### config.mk
export PLATFORM = sky130hd
export DESIGN_NAME = serial_add_sub
export DESIGN_NICKNAME = d
export VERILOG_FILES = /design/src/rtl/serial_add_sub.sv
export SDC_FILE = /design/constraint.sdc
export NUM_CORES = 1
export LEC_CHECK = 0
export ABC_AREA = 1
export BUFFER_PORTS_ARGS = -buffer_cell sky130_fd_sc_hd__buf_4
export CORE_UTILIZATION = 55
export DETAILED_ROUTE_END_ITERATION = 10
export PLACE_DENSITY = 0.87
export SLEW_MARGIN = 30
export SYNTH_ARGS = -nofsm -noshare
export SYNTH_HDL_FRONTEND = slang
export SYNTH_SLANG_ARGS = --single-unit
export TNS_END_PERCENT = 1
### constraint.sdc
create_clock -name clk -period 1.7 [get_ports clk]
set_input_delay 0.34 -clock clk [delete_from_list [all_inputs] [get_ports clk]]
set_output_delay 0.34 -clock clk [all_outputs]
set_load 0.03 [all_outputs]
### src/rtl/serial_add_sub.sv
// Multi-cycle adder/subtractor: STEP bits per clock, LSB first, through a registered carry.
// Optional signed-overflow output enabled by defining SERIAL_ADD_SUB_OVF_EN.
module serial_add_sub #(
    parameter int unsigned WIDTH = 8,
    parameter int unsigned STEP  = 1
) (
    input  logic             clk,
    input  logic             reset,
    input  logic             start,
    input  logic [WIDTH-1:0] a,
    input  logic [WIDTH-1:0] b,
    input  logic             cin,
    input  logic             sub,
    output logic             busy,
    output logic             done,
    output logic [WIDTH-1:0] s,
    output logic             cout
`ifdef SERIAL_ADD_SUB_OVF_EN
    ,
    output logic             ovf
`endif
);

    localparam int unsigned NSTEP = WIDTH / STEP;
    localparam int unsigned CNT_W = (NSTEP > 1) ? $clog2(NSTEP) : 1;

    if (WIDTH == 0 || STEP == 0) begin : g_bad_size
        $error("serial_add_sub: WIDTH and STEP must be >= 1");
    end else if (WIDTH % STEP != 0) begin : g_bad_step
        $error("serial_add_sub: WIDTH must be a multiple of STEP");
    end

    typedef enum logic {
        IDLE,
        RUN
    } state_t;

    state_t           state;
    logic [WIDTH-1:0] opa;
    logic [WIDTH-1:0] opb;
    logic [WIDTH-1:0] res;
    logic             carry;
    logic [CNT_W-1:0] cnt;

    logic [STEP-1:0]  sum_c;
    logic [STEP:0]    chain_c;
    logic [WIDTH-1:0] res_next_c;

    // STEP chained full adders on the low bits of the operand shift registers
    always_comb begin
        sum_c      = '0;
        chain_c    = '0;
        chain_c[0] = carry;
        for (int i = 0; i < int'(STEP); i++) begin
            sum_c[i]       = opa[i] ^ opb[i] ^ chain_c[i];
            chain_c[i+1]   = (opa[i] & opb[i]) | (chain_c[i] & (opa[i] ^ opb[i]));
        end
        res_next_c = (res >> STEP) | (WIDTH'(sum_c) << (WIDTH - STEP));
    end

    // Control and datapath registers; sum bits enter the result from the MSB side
    always_ff @(posedge clk) begin
        if (reset) begin
            state <= IDLE;
            busy  <= 1'b0;
            done  <= 1'b0;
            s     <= '0;
            cout  <= 1'b0;
`ifdef SERIAL_ADD_SUB_OVF_EN
            ovf   <= 1'b0;
`endif
            opa   <= '0;
            opb   <= '0;
            res   <= '0;
            carry <= 1'b0;
            cnt   <= '0;
        end else begin
            done <= 1'b0;
            case (state)
                IDLE: begin
                    if (start) begin
                        opa   <= a;
                        opb   <= sub ? ~b : b;
                        carry <= cin ^ sub;
                        res   <= '0;
                        cnt   <= '0;
                        busy  <= 1'b1;
                        state <= RUN;
                    end
                end
                RUN: begin
                    opa   <= opa >> STEP;
                    opb   <= opb >> STEP;
                    carry <= chain_c[STEP];
                    res   <= res_next_c;
                    cnt   <= cnt + CNT_W'(1);
                    if (cnt == CNT_W'(NSTEP - 1)) begin
                        s     <= res_next_c;
                        cout  <= chain_c[STEP];
`ifdef SERIAL_ADD_SUB_OVF_EN
                        ovf   <= chain_c[STEP-1] ^ chain_c[STEP];
`endif
                        done  <= 1'b1;
                        busy  <= 1'b0;
                        state <= IDLE;
                    end
                end
                default: state <= IDLE;
            endcase
        end
    end

endmodule

==> results.toml <==
[pwr]
pwr-share-clk_pct = 26.0
powerDensity_mw_per_mm2 = 787.0
switching_share_pct = 25.22
switchingPower_uw = 397.1
internal-power_uw = 1178
comb_power_share_pct = 12.6
irDropWorstVdd_mv = 0.4009
seqPwrFrac_pct = 61.4
leakagePower_uw = 0.001013

[detailed_routing]
drtIter0Drc = 69
wl_per_cell_um = 9.827
first_pass_iters = 5
ant_nets = 0
drc_errors = 0
route.vias.total = 1521
vias_per_cell = 4.875
wl_mm = 3.066

[outcome]
status = "completed"

[placement]
gp_congestion = 0.8140
dpl.hpwl_mm = 2.206
port_buffers = 31

[die]
initial_core_util_pct = 57.66
die_h_um = 58.58
die_x_um = 58.58
rows = 20
io_pins = 32
coreArea_mm2 = 0.003053
dieArea_mm2 = 0.003431

[global_route]
grt_usage_pct = 20.53
grt_pass1_wl_mm = 5.444
grt.overflow.total = 0
antenna_found_initial = 0
grt_max_degree = 27
grt_pass1_vias = 1344

[worst_hold_path]
hold-path-endpoint = "opa[7]"
min_path_cells = 3
hold_start = "a[7]"
hold_path.class = "in2reg"

[timing]
report.final.slew_viol_count = 0
setup_viol = 0
fmax_mhz = 704.4
clock_skew_ns = 0.007162
rsz0062_at_grt = "false"
relSlewSlack_pct = 72.72
tns_ns = 0
min_period_ns = 1.420
period_share_pct = 83.51
tightest_slew_ns = 0.4087
finalHoldViolations = 0

[yosys]
synth.cell_area_mm2 = 0.001760
syn_nets = 267
ys_seq_area_share_pct = 44.35
ys_warn_count = 0
ys_types = 21
ys_ff_latch = 39
avgSynthCellArea_um2 = 7.275
syn_inst = 242

[cts]
clock_latency_ns = 0.33
cts_max_level = 2
post_cts_buffers = 0
cts_buffer_depth = 2
clkSinkCount = 39
cts_repair_resize_count = 0
holdBufCountCts = 0
tritoncts = "built"
numCtsBuffers = 5
path_clk_slew_ns = 0.10
cts_root_buf = "clkbuf_4"

[layout]
nNetsFinal = 294
num_antenna_cells = 0
fin_util_pct = 65.53
synthToLayoutAreaGrowth_pct = 13.65
drive_above_1_share_pct = 16.04

[setup_path]
cp.required_ns = 1.94
cpLargestDelayFamily = "simple AND/OR/NAND/NOR gates"
cp_slowest_cell = "dfxtp_1"
slowest_delay_ns = 0.33
r2r-start = "cnt[0]"
critical_path_class = "reg2reg"
reg2regPathDepth = 6
crit_arrival_ns = 1.65
worstReg2RegEnd = "s[0]"
worst-path-buf-inv = 1
worstSetupEndpointType = "flip-flop"
cp_cell_sequence = "ha_1 > ha_1 > nand2_1 > inv_1 > nor2_1 > nor2_1"
start_kind = "flip-flop"
cp_max_fo = 12
r2r_slack_ns = 0.28

[job]
drv_cap = 0
==> synthesized netlist by cell type <==
cell type   n  area share, %
a21oi_1    25            7.1
a21oi_2     1           0.50
buf_2       3           0.85
buf_4       5            2.1
buf_6       3            1.9
buf_8       2            1.7
clkinv_1    2           0.43
dfxtp_1    39             44
fa_1        1            1.1
ha_1        3            2.1
inv_1      26            5.5
inv_2       2           0.43
nand2_1    86             18
nand3_1    24            6.8
nor2_1      5            1.1
nor2_4      1           0.64
nor2_8      1            1.1
nor3_1      1           0.28
o21ai_0    10            2.8
o21ai_1     1           0.28
o22ai_1     1           0.36
==> power groups by stage <==
stage / registers (µW) / logic (µW) / clock network (µW)
2_1_floorplan: 984 / 153 / 0
3_3_place_gp: 987 / 195 / 0
3_5_place_dp: 987 / 200 / 0
4_1_cts: 966 / 200 / 413
5_1_grt: 970 / 229 / 456
6_report: 966 / 199 / 409
==> worst min-delay path, delay by kind of cell <==
kind                   cells  cell delay, ns
AO/OA/AOI/OAI              1            0.05
buffers and inverters      1            0.11
AND/OR/NAND/NOR            1            0.05
==> cell usage in the layout (no fill, tap or decap) <==
master	netlist	routed
clkbuf_1	0	1
nor2_8	1	1
nand3_1	24	24
nor2_4	1	1
o21ai_1	1	1
a21oi_1	25	25
nand2_1	86	86
o22ai_1	1	1
clkinv_1	2	2
clkbuf_4	0	5
ha_1	3	3
a21oi_2	1	1
o21ai_0	10	10
nor2_1	5	5
fa_1	1	1
buf_4	5	32
nor3_1	1	1
buf_12	0	1
inv_1	26	26
inv_2	2	2
dfxtp_1	39	39
==> final cells by class <==
class | count | area, µm²
repair buffers | 33 | 260.3
flip-flops and latches | 39 | 780.7
multi-input cells | 160 | 750.7
well taps | 44 | 55.05
fillers | 309 | 1052
clock buffers | 6 | 41.29
inverters | 30 | 112.6
==> sequential cells by signal, indices dropped and copies added, names as in the netlist, 3 cells and up <==
register  flops
res           7
opb           8
opa           8
cnt           3
s             8
==> routing by layer <==
metal	track usage, %	share of wire (%)	wire length, µm	vias to the layer above
met1	26.22	46	1398	646
met5	0	0	0	-
met2	32.68	46	1418	60
met4	9.524	1.8	56	0
met3	5.275	6.3	192	8
li1	-	-	-	807
==> kinds of logic (layout without fill, tap and decap cells) <==
kind of cell,count (synthesis),count (layout),synth area share [%]
adders and majority gates,4,4,3.270
DFF,39,39,44.35
AOI/OAI and AO/OA,38,38,11.09
and+or+nand+nor,118,118,28.29
buffers and inverters,43,69,13.01
==> worst max-delay path by stage <==
stage	startpoint	endpoint	slack, ns	cells after the start
3_5_place_dp	cnt[0]	s[0]	0.31	6
6_report	cnt[0]	s[0]	0.28	6
4_1_cts	cnt[0]	s[0]	0.30	6
2_1_floorplan	cnt[0]	s[6]	0.54	6
5_1_grt	cnt[0]	s[0]	0.17	6
3_3_place_gp	cnt[0]	state	0.37	5
==> metrics by stage <==
| stage | cell area [µm²] | hold WS, ns | worst slack (ns) | std cells | power (µW) |
|---|---|---|---|---|---|
| 2_1_floorplan | 1760 | 0.4322 | 0.5389 | 242 | 1137 |
| 3_3_place_gp | 1959 | 0.4460 | 0.3658 | 306 | 1182 |
| 3_5_place_dp | 1959 | 0.4550 | 0.3105 | 306 | 1187 |
| 4_1_cts | 2001 | 0.2614 | 0.2975 | 312 | 1580 |
| 5_1_grt | 2001 | 0.2624 | 0.1723 | 312 | 1655 |
| 6_report | 2001 | 0.2589 | 0.2803 | 312 | 1575 |
Power figures use the tool's default switching activity.
